$ cat src/rtl/prio_dec.sv
// ---------------------------------------------------------------------------
// prio_dec : iterative priority decoder (the inverse of a priority encoder).
//
// This block turns an 8-bit bit index into a WIDTH-bit mask. The mask is
// either one-hot (only bit idx set) or a thermometer (bits idx..0 set). By
// default the index is resolved one bit per cycle, MSB first, by binary
// halving. The result is then offered on a valid/ack handshake.
//
// Optional build macro:
//   PRIO_DEC_FAST_EN - when this is defined, the accept edge resolves the
//                      index directly and goes straight to DONE. BUSY is
//                      never entered.
//
// Reset is synchronous and active-low. All outputs are registered.
// ---------------------------------------------------------------------------
module prio_dec #(
    parameter int WIDTH_LOG = 4
) (
    input  logic                      clk,
    input  logic                      rst_n,
    input  logic                      go,
    input  logic [7:0]                idx,
    input  logic                      mode,
    output logic                      ready,
    output logic                      valid,
    input  logic                      ack,
    output logic [(1<<WIDTH_LOG)-1:0] mask,
    output logic                      err
);

    localparam int WIDTH = 1 << WIDTH_LOG;

    typedef enum logic [1:0] {
        IDLE = 2'd0,
        BUSY = 2'd1,
        DONE = 2'd2
    } state_t;

    state_t               state_r, state_s;
    logic [7:0]           idx_r, idx_s;
    logic                 mode_r, mode_s;
    logic [2:0]           step_r, step_s;
    logic [WIDTH_LOG-1:0] start_r, start_s;
    logic                 ready_r, ready_s;
    logic                 valid_r, valid_s;
    logic [WIDTH-1:0]     mask_r, mask_s;
    logic                 err_r, err_s;

    // An index is out of range when any bit at or above WIDTH_LOG is set.
    // When WIDTH_LOG is 8, the shift clears every bit, so the flag is
    // constant 0.
    function automatic logic range_err(input logic [7:0] i);
        logic [7:0] hi;
        hi = i >> WIDTH_LOG;
        return (hi != 8'd0);
    endfunction

    // Build the mask. The thermometer is formed at WIDTH+1 bits, so the case
    // start = WIDTH-1 gives all ones instead of wrapping to zero. An
    // out-of-range index always yields an empty mask.
    function automatic logic [WIDTH-1:0] calc_mask(
        input logic [WIDTH_LOG-1:0] s,
        input logic                 m,
        input logic                 e
    );
        logic [WIDTH:0]   unit_w;
        logic [WIDTH:0]   onehot_w;
        logic [WIDTH:0]   therm_w;
        logic [WIDTH-1:0] res;
        unit_w   = {{WIDTH{1'b0}}, 1'b1};
        onehot_w = unit_w << s;
        therm_w  = (onehot_w << 1) - unit_w;
        if (e) begin
            res = {WIDTH{1'b0}};
        end else if (m) begin
            res = therm_w[WIDTH-1:0];
        end else begin
            res = onehot_w[WIDTH-1:0];
        end
        return res;
    endfunction

    // State register and registered outputs, with synchronous active-low reset.
    always_ff @(posedge clk) begin
        if (!rst_n) begin
            state_r <= IDLE;
            idx_r   <= 8'd0;
            mode_r  <= 1'b0;
            step_r  <= 3'd0;
            start_r <= {WIDTH_LOG{1'b0}};
            ready_r <= 1'b1;
            valid_r <= 1'b0;
            mask_r  <= {WIDTH{1'b0}};
            err_r   <= 1'b0;
        end else begin
            state_r <= state_s;
            idx_r   <= idx_s;
            mode_r  <= mode_s;
            step_r  <= step_s;
            start_r <= start_s;
            ready_r <= ready_s;
            valid_r <= valid_s;
            mask_r  <= mask_s;
            err_r   <= err_s;
        end
    end

    // Next-state logic. It also computes the next values of the registered
    // handshake outputs and the mask outputs.
    always_comb begin
        state_s = state_r;
        idx_s   = idx_r;
        mode_s  = mode_r;
        step_s  = step_r;
        start_s = start_r;
        ready_s = ready_r;
        valid_s = valid_r;
        mask_s  = mask_r;
        err_s   = err_r;

        case (state_r)
            IDLE: begin
                if (go) begin
                    idx_s   = idx;
                    mode_s  = mode;
                    ready_s = 1'b0;
`ifdef PRIO_DEC_FAST_EN
                    start_s = idx[WIDTH_LOG-1:0];
                    state_s = DONE;
                    valid_s = 1'b1;
                    err_s   = range_err(idx);
                    mask_s  = calc_mask(idx[WIDTH_LOG-1:0], mode, range_err(idx));
`else
                    step_s  = 3'(WIDTH_LOG - 1);
                    start_s = {WIDTH_LOG{1'b0}};
                    state_s = BUSY;
                    valid_s = 1'b0;
                    err_s   = 1'b0;
                    mask_s  = {WIDTH{1'b0}};
`endif
                end else begin
                    ready_s = 1'b1;
                    valid_s = 1'b0;
                    mask_s  = {WIDTH{1'b0}};
                    err_s   = 1'b0;
                end
            end

            BUSY: begin
                // One halving step: add this step's weight when the latched
                // index bit is set.
                if (idx_r[step_r]) begin
                    start_s = start_r + (WIDTH_LOG'(1) << step_r);
                end else begin
                    start_s = start_r;
                end
                if (step_r == 3'd0) begin
                    state_s = DONE;
                    valid_s = 1'b1;
                    err_s   = range_err(idx_r);
                    mask_s  = calc_mask(start_s, mode_r, range_err(idx_r));
                end else begin
                    step_s  = step_r - 3'd1;
                end
            end

            DONE: begin
                // ready stays low here, so a go that arrives with ack
                // cannot start a new request in the same cycle.
                if (ack) begin
                    state_s = IDLE;
                    ready_s = 1'b1;
                    valid_s = 1'b0;
                    mask_s  = {WIDTH{1'b0}};
                    err_s   = 1'b0;
                end else begin
                    state_s = DONE;
                end
            end

            default: begin
                state_s = IDLE;
                ready_s = 1'b1;
                valid_s = 1'b0;
                mask_s  = {WIDTH{1'b0}};
                err_s   = 1'b0;
            end
        endcase
    end

    assign ready = ready_r;
    assign valid = valid_r;
    assign mask  = mask_r;
    assign err   = err_r;

endmodule
$ cat config.mk
export PLATFORM = sky130hd
export DESIGN_NAME = prio_dec
export DESIGN_NICKNAME = d
export VERILOG_FILES = /design/src/rtl/prio_dec.sv
export SDC_FILE = /design/constraint.sdc
export NUM_CORES = 1
export LEC_CHECK = 0
export CORE_MARGIN = 3
export CORE_UTILIZATION = 45
export CTS_CLUSTER_DIAMETER = 100
export DETAILED_ROUTE_END_ITERATION = 8
export PLACE_DENSITY = 0.79
export SLEW_MARGIN = 20
export SYNTH_ARGS = -nofsm -noshare
export SYNTH_HDL_FRONTEND = slang
export SYNTH_SLANG_ARGS = --single-unit
$ cat constraint.sdc
create_clock -name clk -period 7 [get_ports clk]
set_clock_uncertainty 0.2 [all_clocks]
set_input_delay 1.4 -clock clk [delete_from_list [all_inputs] [get_ports clk]]
set_output_delay 1.4 -clock clk [all_outputs]
set_load 0.01 [all_outputs]
==> impl_metrics.ini <==
[status]
status = complete, no violations

[min_path]
hp-class = reg -> reg
holdPathStages = 2
min_from = mask[8]$_SDFFE_PN0P_
whs_endpoint = mask[8]$_SDFFE_PN0P_

[logic_synthesis]
yosys_register_bits = 37
synthTopCellsByArea = dfxtp_1, nand2_1, a21oi_1
synthFlopType = dfxtp_1
synth_nets = 329
syn_area_um2 = 2400
yosysUniqueCellTypes = 57
synth-warning-count = 0
syn_area_per_cell_um2 = 7.84
async_flop_share_pct = 0
synth-edff-count = 0
yosysSeqAreaShare_pct = 30.9
yosysTopAreaCell = dfxtp_1
netlist_instances = 306
netlist.area_leader.share_pct = 30.9

[clocking]
cts_buffer_depth = 2
cts_max_level = 2
clk_latency_ps = 300
postCtsSetupBuffers = 0
hold_buffers = 0
cts_buffers = 5
cts.sinks = 37
clkSlewWorstSetupHoldPaths_ps = 80
cts_tree = done
cts_root_buffer = clkbuf_8
ctsResizeCount = 0

[placement]
gp_congestion = 0.977
dpl_worst_slack_ps = 2760
port_buffers = 31
place_hpwl_um = 4800

[setup_path]
worstPathRequired_ps = 7030
r2r_end = mask[15]$_SDFFE_PN0P_
endpoint_kind = register
arrival_ps = 4340
worstSetupStartpointType = register
cp_max_fo = 12
reg2regPathDepth = 16
slowest_delay_ps = 530
crit_slowest_cell = o21ai_0
crit_type = reg -> reg
r2r_slack_ps = 2690
path_cells = inv_1 > ha_1 > nor2b_1 > ha_1 > nor2_1 > o21ai_0 > a31oi_4 > nor3_2 > and2_1 > inv_1 > ha_1 > inv_1 > nand2_1 > a311oi_1 > nor3_1 > o21ai_1
timing.rr.start = step_r[0]$_SDFFE_PN0P_

[sta]
setup_slack_ps = 2690
max-slew-margin-rel_pct = 34.5
rsz0062_at_grt = no
whs_ps = 255
maxSlewViolCount = 0
period_share_pct = 61.5
fin_crit_ps = 4310
worst_pin_slew_ps = 982
fmax_mhz = 232
tns_ps = 0
hold_violations = 0
finalSetupViolations = 0

[detailed_routing]
wl_um = 6580
wire_per_inst_um = 16.5
firstDrtPassIters = 5
drtIter0Drc = 344
via_per_inst = 5.97
ant_nets = 0
vias = 2377
drc = 0

[pwr]
p_int_uw = 341
p_switching_uw = 184
p_leak_uw = 0.000948
pwr-share-seq_pct = 43.9
p_comb_share_pct = 27.4
swShare_pct = 35.0
power_density_nw_per_um2 = 186
p_clk_share_pct = 28.7
ir_drop_mv = 0.162
finalPower_uw = 525

[cells_and_area]
nets = 353
areaGrowthSynthToFinish_pct = 17.6
final_core_util_pct = 57.1
most-common-layout-cells = nand2_1, dfxtp_1, clkdlybuf4s50_1
mostFrequentLayoutCell = nand2_1
fillers = 461
drive_gt1_share_pct = 7.25
diodes = 0

[global_route]
grt-ovfl-total = 0
grt_max_degree = 33
antenna_found_initial = 0
grt_first_pass_wirelength_um = 10700
track_usage_pct = 21.6
grt_pass1_vias = 2225

[floorplanning]
die_width_um = 79.0
ios = 32
core_area_um2 = 4940
start_util_pct = 48.6
fp.dieArea_um2 = 6240
dieHeight_um = 79.0
rows = 25

[run]
drv_cap = 0
## logic make-up (layout without fill, tap and decap cells)
| logic type | count (synthesis) | after routing | share of synthesized area [%] |
|---|---|---|---|
| adders and majority gates | 10 | 10 | 5.53 |
| AOI/OAI and AO/OA | 77 | 77 | 21.5 |
| and+or+nand+nor | 135 | 135 | 27.4 |
| DFF | 37 | 37 | 30.9 |
| muxes | 18 | 18 | 9.18 |
| xor gates and xnor gates | 3 | 3 | 1.10 |
| buffers and inverters | 26 | 51 | 4.43 |
## flip-flops by register name (all words and copies together) (netlist names)
name	flops
step_r	3
mode_r	1
valid	1
ready	1
start_r	4
mask	16
err	1
idx_r	8
state_r	2
## cell usage after synthesis, types with 3 or more instances
master and instances:
or4_1 4, nand2b_1 8, nand4_1 5, buf_1 3
ha_1 9, nand2_1 54, a211oi_1 7, a31oi_1 6
mux2_2 5, nand3_1 6, inv_1 11, clkbuf_1 10
o21ai_1 5, nor4_1 4, a311oi_1 3, o21a_1 3
mux2i_1 8, a21oi_1 24, dfxtp_1 37, or3_1 5
o21ai_0 9, a22oi_1 5, nor3_1 10, nor2_1 26
## worst max-delay path: cells and delay by family, from the launching register on
kind / cells / cell delay (ps)
buf+inv: 3 / 440
simple gates: 6 / 1010
flops: 1 / 480
compound gates: 4 / 1240
fa+ha+maj: 3 / 870
## power groups by stage
stage	Sequential (µW)	Clock [µW]	Combinational, µW
detailed placement	235	0	141
finish	231	151	144
global placement	235	0	140
CTS	230	152	142
floorplan	231	0	107
global route	232	160	159
## final cells by class
class,count,area [µm²],area share (%)
clock buffer,5,68.8,2.44
clock inverter,3,17.5,0.621
inverter,11,41.3,1.46
multi-input combinational,243,1550,55.0
sequential,37,741,26.2
tap,67,83.8,2.97
timing repair buffer,32,318,11.3
## per-layer routing
metal	vias to the layer above	track usage, %	routed length, µm
li1	1162	-	-
met1	1090	27.0	2810
met2	99	36.0	3150
met3	26	3.63	402
met4	0	10.5	205
met5	-	0	0
## per-stage QoR
step	area [µm²]	std cells
final	2820	398
after global routing	2820	398
after global placement	2740	390
after CTS	2820	398
after floorplan	2400	306
after detailed placement	2740	390
## worst max path at each step
stage	start	endpoint	slack, ps
after floorplan	step_r[0]$_SDFFE_PN0P_	mask[13]$_SDFFE_PN0P_	3350
after global placement	step_r[0]$_SDFFE_PN0P_	mask[15]$_SDFFE_PN0P_	2850
after detailed placement	step_r[0]$_SDFFE_PN0P_	mask[15]$_SDFFE_PN0P_	2760
after CTS	step_r[0]$_SDFFE_PN0P_	mask[15]$_SDFFE_PN0P_	2740
after global routing	step_r[0]$_SDFFE_PN0P_	mask[11]$_SDFFE_PN0P_	2360
final	step_r[0]$_SDFFE_PN0P_	mask[15]$_SDFFE_PN0P_	2690
(Power assumes the default switching activity.)
==> RTL change: new RTL, config.mk and constraints unchanged <==
Encoding of `state_t`: now one-hot (3 bits for 3 states).
--- a/src/rtl/prio_dec.sv
+++ b/src/rtl/prio_dec.sv
@@ -32,6 +32,6 @@
 
-    typedef enum logic [1:0] {
-        IDLE = 2'd0,
-        BUSY = 2'd1,
-        DONE = 2'd2
+    typedef enum logic [2:0] {
+        IDLE = 3'b001,
+        BUSY = 3'b010,
+        DONE = 3'b100
     } state_t;
Formal check against the unedited RTL: no difference found for any inputs over 10 cycles, from zero or initial values and one cycle with rst_n low; not proved beyond that.
==> RTL change against the original RTL <==
  * Sequential share of layout area fell by 0.29 points
  * Setup slack improved by 180 ps
  * Sequential cell count rose by 1
  * Cell area grew 3.9%
  * Power up 9.2%
  * Synthesized area grew 3.0%
  * Routed wire length fell by 13%
==> RTL change: results (changes against the original RTL) <==
metric,value,unit,change
CP top delay family,adder cells,,was compound AO/OA/AOI/OAI gates
Synth Area in Compound Gates,21.1,%,was 21.5%
status,"complete, no violations",,unchanged
Via density,5.70,,was 5.97
net count reported at finish,349,,was 353
"Seq/Total Area, Yosys",30.8,%,was 30.9%
Metal-1 WL,2.66,mm,was 2.81 mm
Leakage,1.02,nW,was 0.948 nW
met1 usage,25.2,%,was 27.0%
vias in the first global route,2107,,was 2225
mux cell area share after synthesis,5.77,%,was 9.18%
adder-cell share of the synthesized area,5.36,%,was 5.53%
largest cells by area after synthesis,"dfxtp_1 31%, nand2_1 7.1%, ha_1 4.6%",,"was dfxtp_1 31%, nand2_1 8.4%, a21oi_1 5.0%"
slew at the pin closest to its max-slew limit,986,ps,was 982 ps
Setup Slack @ Placement,2930,ps,was 2760 ps
Pint,0.411,mW,was 0.341 mW
GP Congestion,0.903,,was 0.977
Placement Cell Area,2790,um^2,was 2740 um^2
Slowest Stage Delay on Critical Path,430,ps,was 530 ps
first-pass GRT wire length,9.77,mm,was 10.7 mm
post-DP HPWL,4.13,mm,was 4.80 mm
most frequent cells after synthesis,"47 x nand2_1, 38 x dfxtp_1, 16 x clkbuf_1",,"was 54 x nand2_1, 37 x dfxtp_1, 26 x nor2_1"
Slowest cell on crit path,or3_1,,was o21ai_0
Post-Route WL,5.73,mm,was 6.58 mm
wire length on met3,274,um,was 402 um
==> RTL change: area by class of cell <==
type / count / share of cell area, %
Clock buffer: 5 / 2.35
Tap cell: 70 / 2.99
Timing Repair Buffer: 31 / 10.6
Clock inverter: 3 / 2.35
Multi-Input combinational cell: 242 / 54.8
Sequential cell: 38 / 25.9
Inverter: 8 / 1.02
==> RTL change: final timing paths <==
kind / from / endpoint / slack (ps) / depth (start not counted)
hold / removal: mask[0] / mask[0] / 240 / 2
setup reg to reg: step_r[1] / mask[7] / 2880 / 17
setup / recovery: step_r[1] / mask[7] / 2880 / 17
hold reg to reg: mask[0] / mask[0] / 240 / 2
==> RTL change: power groups by stage <==
stage               Combinational (mW)  Sequential [mW]  Clock (mW)
global route                     0.123            0.234       0.247
CTS                              0.110            0.232       0.238
floorplan                       0.0863            0.234           0
global placement                 0.106            0.237           0
detailed placement               0.109            0.237           0
finish                           0.110            0.232       0.231
